--- config.mk ---
export PLATFORM = sky130hd
export DESIGN_NAME = control_sequencer
export DESIGN_NICKNAME = d
export VERILOG_FILES = /design/src/rtl/control_sequencer_pkg.sv /design/src/rtl/control_sequencer_decode.sv /design/src/rtl/control_sequencer.sv
export SDC_FILE = /design/constraint.sdc
export NUM_CORES = 1
export LEC_CHECK = 0
export ABC_CLOCK_PERIOD_IN_PS = 1850
export BUFFER_PORTS_ARGS = -buffer_cell sky130_fd_sc_hd__buf_2
export CORE_ASPECT_RATIO = 1.4
export CORE_MARGIN = 10
export CORE_UTILIZATION = 39
export DETAILED_ROUTE_END_ITERATION = 8
export PLACE_DENSITY_LB_ADDON = 0.08
export SYNTH_ARGS = -nofsm -noshare
export SYNTH_HDL_FRONTEND = slang
export SYNTH_SLANG_ARGS = --single-unit
--- constraint.sdc ---
create_clock -name Clock -period 1.85 [get_ports Clock]
set_clock_uncertainty 0.1 [all_clocks]
set_input_delay 0.37 -clock Clock [delete_from_list [all_inputs] [get_ports Clock]]
set_output_delay 0.37 -clock Clock [all_outputs]
set_load 0.005 [all_outputs]
--- src/rtl/control_sequencer_pkg.sv ---
// Shared definitions for the hard-wired control sequencer: opcodes, ALU codes,
// T-state encoding and the decoded instruction-class record.
package control_sequencer_pkg;

  localparam int unsigned OPCODE_W = 5;
  localparam int unsigned ALUOP_W  = 5;
  localparam int unsigned STATE_W  = 5;

  localparam logic [OPCODE_W-1:0] OPC_LD   = 5'b00000;
  localparam logic [OPCODE_W-1:0] OPC_ST   = 5'b00010;
  localparam logic [OPCODE_W-1:0] OPC_ADD  = 5'b00011;
  localparam logic [OPCODE_W-1:0] OPC_SUB  = 5'b00100;
  localparam logic [OPCODE_W-1:0] OPC_AND  = 5'b00101;
  localparam logic [OPCODE_W-1:0] OPC_OR   = 5'b00110;
  localparam logic [OPCODE_W-1:0] OPC_ADDI = 5'b01100;
  localparam logic [OPCODE_W-1:0] OPC_ANDI = 5'b01101;
  localparam logic [OPCODE_W-1:0] OPC_ORI  = 5'b01110;
  localparam logic [OPCODE_W-1:0] OPC_BR   = 5'b10010;
  localparam logic [OPCODE_W-1:0] OPC_HALT = 5'b11011;

  localparam logic [ALUOP_W-1:0] ALU_ADD = 5'd0;
  localparam logic [ALUOP_W-1:0] ALU_SUB = 5'd1;
  localparam logic [ALUOP_W-1:0] ALU_AND = 5'd2;
  localparam logic [ALUOP_W-1:0] ALU_OR  = 5'd3;

  typedef enum logic [STATE_W-1:0] {
    ST_RST  = 5'd0,
    ST_T0   = 5'd1,
    ST_T1   = 5'd2,
    ST_T2   = 5'd3,
    ST_T3   = 5'd4,
    ST_T4   = 5'd5,
    ST_T5   = 5'd6,
    ST_T6   = 5'd7,
    ST_T7   = 5'd8,
    ST_HALT = 5'd9
  } state_t;

  typedef struct packed {
    logic               is_rtype;
    logic               is_imm;
    logic               is_ld;
    logic               is_st;
    logic               is_br;
    logic               is_halt;
    logic               is_illegal;
    logic [ALUOP_W-1:0] alu_op;
  } instr_class_t;

endpackage

--- src/rtl/control_sequencer_decode.sv ---
// Opcode classifier: maps IR[31:27] to an instruction class and ALU operation.
module instr_class_decode
  import control_sequencer_pkg::*;
(
  input  logic [OPCODE_W-1:0] opcode,
  output instr_class_t        cls
);

  always_comb begin
    cls        = '0;
    cls.alu_op = ALU_ADD;
    case (opcode)
      OPC_ADD:  cls.is_rtype = 1'b1;
      OPC_SUB:  begin cls.is_rtype = 1'b1; cls.alu_op = ALU_SUB; end
      OPC_AND:  begin cls.is_rtype = 1'b1; cls.alu_op = ALU_AND; end
      OPC_OR:   begin cls.is_rtype = 1'b1; cls.alu_op = ALU_OR;  end
      OPC_ADDI: cls.is_imm = 1'b1;
      OPC_ANDI: begin cls.is_imm = 1'b1; cls.alu_op = ALU_AND; end
      OPC_ORI:  begin cls.is_imm = 1'b1; cls.alu_op = ALU_OR;  end
      OPC_LD:   cls.is_ld   = 1'b1;
      OPC_ST:   cls.is_st   = 1'b1;
      OPC_BR:   cls.is_br   = 1'b1;
      OPC_HALT: cls.is_halt = 1'b1;
      default:  cls.is_illegal = 1'b1;
    endcase
  end

endmodule

--- src/rtl/control_sequencer.sv ---
// Hard-wired Moore control unit: fetch, decode and T-state sequencing of the
// data_path strobes, with mem_ready stalls on Read/Write states and HALT.
module control_sequencer
  import control_sequencer_pkg::*;
(
  input  logic               Clock,
  input  logic               clear,
  input  logic [31:0]        ir,
  input  logic               branchCompare,
  input  logic               mem_ready,
  output logic               PCout,
  output logic               Zhighout,
  output logic               Zlowout,
  output logic               MDRout,
  output logic               Cout,
  output logic               PCin,
  output logic               IRin,
  output logic               MARin,
  output logic               MDRin,
  output logic               Yin,
  output logic               ZHighin,
  output logic               Zlowin,
  output logic               CONin,
  output logic               IncPC,
  output logic               Read,
  output logic               Write,
  output logic               Gra,
  output logic               Grb,
  output logic               Grc,
  output logic               Rin,
  output logic               Rout,
  output logic               BAOut,
  output logic [ALUOP_W-1:0] op,
  output logic               run,
  output logic               illegal_op
);

  state_t       state, state_nxt;
  instr_class_t cls;
  logic         addr_calc;
  logic         unused_ir;

  assign unused_ir = ^ir[31-OPCODE_W:0];

  instr_class_decode u_decode (
    .opcode (ir[31:32-OPCODE_W]),
    .cls    (cls)
  );

  // ld/st share the immediate-style effective-address computation in T3-T4
  assign addr_calc = cls.is_imm | cls.is_ld | cls.is_st;

  always_ff @(posedge Clock or negedge clear) begin
    if (!clear) state <= ST_RST;
    else        state <= state_nxt;
  end

  always_comb begin
    state_nxt = state;
    case (state)
      ST_RST:  state_nxt = ST_T0;
      ST_T0:   state_nxt = ST_T1;
      ST_T1:   state_nxt = mem_ready ? ST_T2 : ST_T1;
      ST_T2:   state_nxt = ST_T3;
      ST_T3: begin
        if (cls.is_halt)         state_nxt = ST_HALT;
        else if (cls.is_illegal) state_nxt = ST_T0;
        else                     state_nxt = ST_T4;
      end
      ST_T4:   state_nxt = ST_T5;
      ST_T5:   state_nxt = (cls.is_rtype | cls.is_imm) ? ST_T0 : ST_T6;
      ST_T6: begin
        if (cls.is_br)      state_nxt = ST_T0;
        else if (cls.is_ld) state_nxt = mem_ready ? ST_T7 : ST_T6;
        else                state_nxt = ST_T7;
      end
      ST_T7:   state_nxt = (cls.is_st && !mem_ready) ? ST_T7 : ST_T0;
      ST_HALT: state_nxt = ST_HALT;
      default: state_nxt = ST_RST;
    endcase
  end

  always_comb begin
    PCout = 1'b0; Zhighout = 1'b0; Zlowout = 1'b0; MDRout = 1'b0; Cout = 1'b0;
    PCin = 1'b0; IRin = 1'b0; MARin = 1'b0; MDRin = 1'b0; Yin = 1'b0;
    ZHighin = 1'b0; Zlowin = 1'b0; CONin = 1'b0; IncPC = 1'b0;
    Read = 1'b0; Write = 1'b0;
    Gra = 1'b0; Grb = 1'b0; Grc = 1'b0; Rin = 1'b0; Rout = 1'b0; BAOut = 1'b0;
    op = '0;
    illegal_op = 1'b0;
    run = (state != ST_RST) && (state != ST_HALT);
    case (state)
      ST_T0: begin PCout = 1'b1; MARin = 1'b1; IncPC = 1'b1; ZHighin = 1'b1; Zlowin = 1'b1; end
      ST_T1: begin Zlowout = 1'b1; PCin = 1'b1; Read = 1'b1; MDRin = 1'b1; end
      ST_T2: begin MDRout = 1'b1; IRin = 1'b1; end
      ST_T3: begin
        if (cls.is_rtype) begin Grb = 1'b1; Rout = 1'b1; Yin = 1'b1; end
        if (addr_calc)    begin Grb = 1'b1; BAOut = 1'b1; Yin = 1'b1; end
        if (cls.is_br)    begin Gra = 1'b1; Rout = 1'b1; CONin = 1'b1; end
        illegal_op = cls.is_illegal;
      end
      ST_T4: begin
        if (cls.is_rtype) begin
          Grc = 1'b1; Rout = 1'b1; op = cls.alu_op; ZHighin = 1'b1; Zlowin = 1'b1;
        end
        if (addr_calc) begin
          Cout = 1'b1; op = cls.alu_op; ZHighin = 1'b1; Zlowin = 1'b1;
        end
        if (cls.is_br) begin PCout = 1'b1; Yin = 1'b1; end
      end
      ST_T5: begin
        if (cls.is_rtype | cls.is_imm) begin Zlowout = 1'b1; Gra = 1'b1; Rin = 1'b1; end
        if (cls.is_ld | cls.is_st)     begin Zlowout = 1'b1; MARin = 1'b1; end
        if (cls.is_br) begin
          Cout = 1'b1; op = cls.alu_op; ZHighin = 1'b1; Zlowin = 1'b1;
        end
      end
      ST_T6: begin
        if (cls.is_ld) begin Read = 1'b1; MDRin = 1'b1; end
        if (cls.is_st) begin Gra = 1'b1; Rout = 1'b1; MDRin = 1'b1; end
        // branchCompare is the data_path CON register, stable since T3
        if (cls.is_br) begin Zlowout = 1'b1; PCin = branchCompare; end
      end
      ST_T7: begin
        if (cls.is_ld) begin MDRout = 1'b1; Gra = 1'b1; Rin = 1'b1; end
        if (cls.is_st) begin MDRout = 1'b1; Write = 1'b1; end
      end
      default: ;
    endcase
  end

  a_one_bus_source: assert property (@(posedge Clock) disable iff (!clear)
    $onehot0({PCout, Zhighout, Zlowout, MDRout, Cout, Rout, BAOut}));

endmodule

# --- Word level (Yosys, flattened, before mapping) ---
# Index checks and enable logic that the tools add are counted.
classes:
  muxes: 54
  eq_ne: 20
  n_bitwise: 4
  reduce_logical: 11
op_table:
  columns: ["op", "n"]
  rows:
  - ["$pmux 4 s10", 1]
  - ["$eq 5x3->1 const B", 7]
  - ["$mux 1", 28]
  - ["$eq 5x4->1 const B", 5]
  - ["$eq 5x2->1 const B", 4]
  - ["$mux 4", 5]
  - ["$pmux 1 s2", 9]
  - ["$mux 5", 3]
  - ["$reduce_or 11->1", 1]
  - ["$eq 5x5->1 const B", 2]
  - ["$logic_not 5->1", 2]
  - ["$pmux 5 s2", 1]
  - ["$pmux 1 s3", 3]
  - ["$mux 3", 2]
  - ["$pmux 2 s3", 1]
  - ["$eq 5x1->1 const B", 1]
  - ["$ne 5x4->1 const B", 1]
  - ["$reduce_bool 5->1", 1]
  - ["$or 1x1->1", 4]
  - ["$pmux 1 s4", 1]
  - ["$reduce_or 2->1", 2]
  - ["$reduce_or 4->1", 1]
  - ["$reduce_or 3->1", 1]
  - ["$logic_and 1x1->1", 2]
  - ["$logic_not 1->1", 1]
totals:
  in_bits: 36
  reg_bits: 5
  wordCells: 90

# --- Depth between registers and ports, before layout ---
logic_depth:
  ltp_word: 7
  ltp_mapped: 7
  ltp_nobuf: 4

# --- Hierarchy ---
# A second synthesis with hierarchy kept.
hier_totals:
  hier_cells: 133
  hier_area_um2: 918.4
modules_own_cells:
  columns: ["mod", "instances", "area_each_um2", "cells_each"]
  rows:
  - ["control_sequencer", 1, 726.9, 103]
  - ["instr_class_decode", 1, 191.4, 30]

# --- Worst setup path after synthesis ---
# OpenSTA, ideal clock, no wires.
synth_timing:
  kind: "input-to-output"
  from: "input ir[31]"
  to: "output Rout"
  path_stages: 5
  arrival_time_ns: 1.380
  n_path_buf: 1
  path_slack_ns: 0.000
  path_cell_list: "buf_6 > or4_4 > nor3_2 > a21oi_1 > a21oi_1"
synth_between:
  elab_chain_len: 6
  elab_cells_between_ends: 14
  classes_between: "eq/ne (6); mux (7); reduce/logical (1)"
synth_rtl:
  columns: ["item", "line_no", "rtl"]
  rows:
  - ["start, declared", "control_sequencer.sv:8", "input logic [31:0] ir,"]
  - ["$eq 5x2->1 or $eq 5x3->1 (tied branches)", "control_sequencer_decode.sv:12", "case (opcode)"]
  - ["$reduce_or 4->1 (no source line)", null, null]
  - ["$mux 1", "control_sequencer_decode.sv:12", null]
  - ["$mux 1", "control_sequencer.sv:97, control_sequencer.sv:103", null]
  - ["$mux 1", "control_sequencer.sv:99", "if (cls.is_br) begin Gra = 1'b1; Rout = 1'b1; CONin = 1'b1; end"]
  - ["$pmux 1 s3 *", "control_sequencer.sv:92", "case (state)"]
  - ["end, declared", "control_sequencer.sv:31", "output logic Rout,"]
# Mark *: on every way between the ends. The rest lies on a longest branch, timed or not.

# --- Worst setup path after layout ---
layout_timing:
  from: "register state[0]"
  to: "output Gra"
layout_between:
  elab_chain_len: 2
  elab_cells_between_ends: 5
  classes_between: "eq/ne (4); mux (1)"
layout_rtl:
  columns: ["item", "line_no", "rtl"]
  rows:
  - ["start, declared", "control_sequencer.sv:38", "state_t state, state_nxt;"]
  - ["start signal, assigned", "control_sequencer.sv:55", "else state <= state_nxt;"]
  - ["$eq 5x4->1 or $eq 5x3->1 (tied branches)", "control_sequencer.sv:92", null]
  - ["$pmux 1 s4 *", "control_sequencer.sv:92", null]
  - ["end, declared", "control_sequencer.sv:27", "output logic Gra,"]
# Marked as above.

==> impl_results.md <==
* Outcome: finished with violations
* Failing checks: setup timing
* GRT overflow at 0
* Storage element area at 102.6 sq um
* Achievable frequency at 487.9 MHz
* # port buffers at 33
* Min-Delay Path Class: input pin to asynchronous set/reset pin
* DRT antenna net count at 0
* Number of max-cap violations at 0
* Highest routed layer: met4
* # DRC at 0
* Switch Pwr at 888.4 uW
* Final period util at 1.108
* Non-filler cells, final at 221
* Pwr Density at 1129 mW/mm^2
* Largest net degree at the start of global routing at 11
* CTS Buf Count at 3
* Via count at 1255
* Flip-flop count of the largest register after layout at 4
* Initial antenna violation count at 0
* Via count of the first global-routing pass at 1239
* Post-synthesis sequential area ratio at 0.1229
* Chip width at 58.63 microns
* Critical-path top delay cell: dfrtp_1
* Die Y at 74.08 microns
* Total chip power at 1.938 mW
* RSZ-0062 raised after global routing: yes
* WL met3 at 192 microns
* Fin. Hold Viols at 0
* Clk sink count at 4
* Most flop-heavy register: state
* Bufs on Longest Clock Path at 2
* Setup WS pre-CTS at -186.9 ps
* Placer Congestion at 0.8291
* Syn_area_per_cell at 6.732 sq um
* First-pass GRT wire length at 5.561 mm
* CP Class: register to primary output
* Unique cell type count in the Yosys netlist at 45
* Multi-input logic area at 835.8 sq um
* Clock root cell: clkbuf_4
* CTS tree: yes
* Vias per inst at 5.679
* DR pass1 iterations at 4
* Final core occ at 0.8700
* CTS clk-pin slew, worst paths at 40 ps
* CP Launch Type: register
* Ports at 65
* Fill cell count at 98
* Core ar. at 0.001973 sq mm
* Commonest non-fill, non-tap cell in the layout: buf_4
* Worst Slack Setup Final at -199.6 ps
* Number of synthesized register bits at 4
* Total Wirelength at 4.022 mm
* Diodes inserted at 0
* Final hold slack at 365.3 ps
* Synth Cell Area at 814.5 sq um
* Final Setup Violations at 24
* Die footprint at 0.004343 sq mm
* CP peak stage delay at 400 ps
* Worst path cell trace: buf_6 > buf_12 > nor2b_4 > nand2_1 > o22ai_2 > o21bai_1 > buf_2
* Logic pwr share at 0.849
* Static Leakage at 0.8286 nW
* Setup crit end kind: primary output
* Commonest non-fill, non-tap cells in the layout: buf_4, buf_2, buf_6
* Maximum vdd drop at 0.8092 mV
* WP data arrival at 1580 ps
* Cells after Synth at 121
* Yosys warns at 0
* Clock network power share at 0.060
* 1st-iter DRT viols at 24
* HPWL Detailed at 2.441 mm
* Wire length per cell at 18.20 microns
* WP data required at 1380 ps
* Crit path time final at 2050 ps
* Seq pwr share at 0.091
* Layout cells sized above 1 at 0.7050
* Met2 wire len at 2.174 mm
* Total track usage at 0.1563
* Worst Path Max Fanout at 5
* Rows at 19
* Switching part of the total at 0.4585
* Area Overhead vs Synth at 110.8%
* Largest regs: state x4
* DP Cell Count at 197
* Nets at 238
* Met1 WL at 1.451 mm
* Clk_lat worst skew at 240 ps
* H-tree depth at 1
* Fin. max-slew vios at 0
* Internal power at 1.049 mW
* Initial Util at 0.4128
==> through the flow <==
stage               cell area [sq um]  setup TNS, ps
finish                           1717          -2806
global route                     1717          -4147
CTS                              1564          -2169
detailed placement               1170          -1719
global placement                 1170          -1358
floorplan                       825.8              0
==> worst max-delay path, delay by kind of cell (launching register included) <==
family | cells | cell delay (ps)
buf+inv | 3 | 410
flops | 1 | 400
compound gates | 2 | 290
simple gates | 2 | 240
==> power by group through the flow <==
stage | combinational (mW) | sequential, mW | clock (mW)
6_report | 1.64 | 0.177 | 0.116
5_1_grt | 1.73 | 0.183 | 0.119
4_1_cts | 1.30 | 0.174 | 0.116
3_5_place_dp | 0.926 | 0.160 | 0
3_3_place_gp | 0.906 | 0.158 | 0
2_1_floorplan | 0.543 | 0.145 | 0
==> Yosys cell counts (all sizes together) <==
master	n	area share
or2	2	0.015
clkbuf	2	0.0092
or4	1	0.014
o211ai	1	0.015
nand4bb	1	0.014
a32oi	1	0.011
and3	2	0.015
o22a	1	0.011
o21ai	9	0.055
a211oi	1	0.0092
dfrtp	4	0.12
and2	3	0.023
o41ai	1	0.011
nand3	7	0.043
a21oi	8	0.049
nor4	2	0.023
a32o	1	0.012
nor2b	6	0.049
xnor2	2	0.022
o22ai	2	0.015
nor3	4	0.031
or3	1	0.014
nand2b	5	0.038
mux2i	1	0.012
nand2	11	0.051
and3b	1	0.011
o21a	1	0.0092
buf	14	0.13
nor4bb	1	0.012
a22oi	1	0.0092
inv	4	0.018
o32a	1	0.012
a221oi	1	0.011
nor3b	1	0.0092
o21bai	1	0.0092
nor2	12	0.055
conb	1	0.0046
a21boi	1	0.0092
nor4b	1	0.011
nand4	1	0.0077
==> final cells by class <==
| class | instances | area share |
|---|---|---|
| clock buffer | 3 | 0.01312 |
| inverter | 4 | 0.008746 |
| multi-input combinational | 100 | 0.4869 |
| sequential | 4 | 0.05977 |
| tap | 21 | 0.01531 |
| timing repair buffer | 89 | 0.4162 |
==> timing repair <==
action                                  in CTS  in global routing
gates cloned                                 0                  1
gates resized for setup                     64                 23
pin swaps                                   21                  7
setup buffers                               15                  6
hold buffers                                 1                  0
endpoints found under the hold margin        4                  0
endpoints found under the setup margin      23                 26
==> final timing paths <==
kind / from / to / slack, ps / depth (start not counted)
max in group asynchronous: clear / state[3]$_DFF_PN0_ / 1150 / 2
worst min-delay path: clear / state[2]$_DFF_PN0_ / 370 / 2
worst min register to register: state[3]$_DFF_PN0_ / state[1]$_DFF_PN0_ / 630 / 3
worst max register to register: state[0]$_DFF_PN0_ / state[2]$_DFF_PN0_ / 60 / 10
worst max-delay path: state[0]$_DFF_PN0_ / Gra / -200 / 7
min in group Clock: mem_ready / state[3]$_DFF_PN0_ / 470 / 3
==> routing by layer <==
metal | vias up | global-route usage
li1 | 584 | -
met1 | 594 | 0.1497
met2 | 58 | 0.2899
met3 | 19 | 0.03918
met4 | 0 | 0.09463
met5 | - | 0
==> cell families (layout without fill, tap and decap cells) <==
group	count (synthesis)	in the layout	share of synthesized area
AND/OR/NAND/NOR	62	62	0.4363
AO/OA/AOI/OAI	31	31	0.2489
multiplexers	1	1	0.01229
buffers and inverters	20	96	0.1536
flip-flops	4	4	0.1229
XOR/XNOR	2	2	0.02151
other	1	4	0.004604
Note: power is estimated with default switching activity, not from simulation.
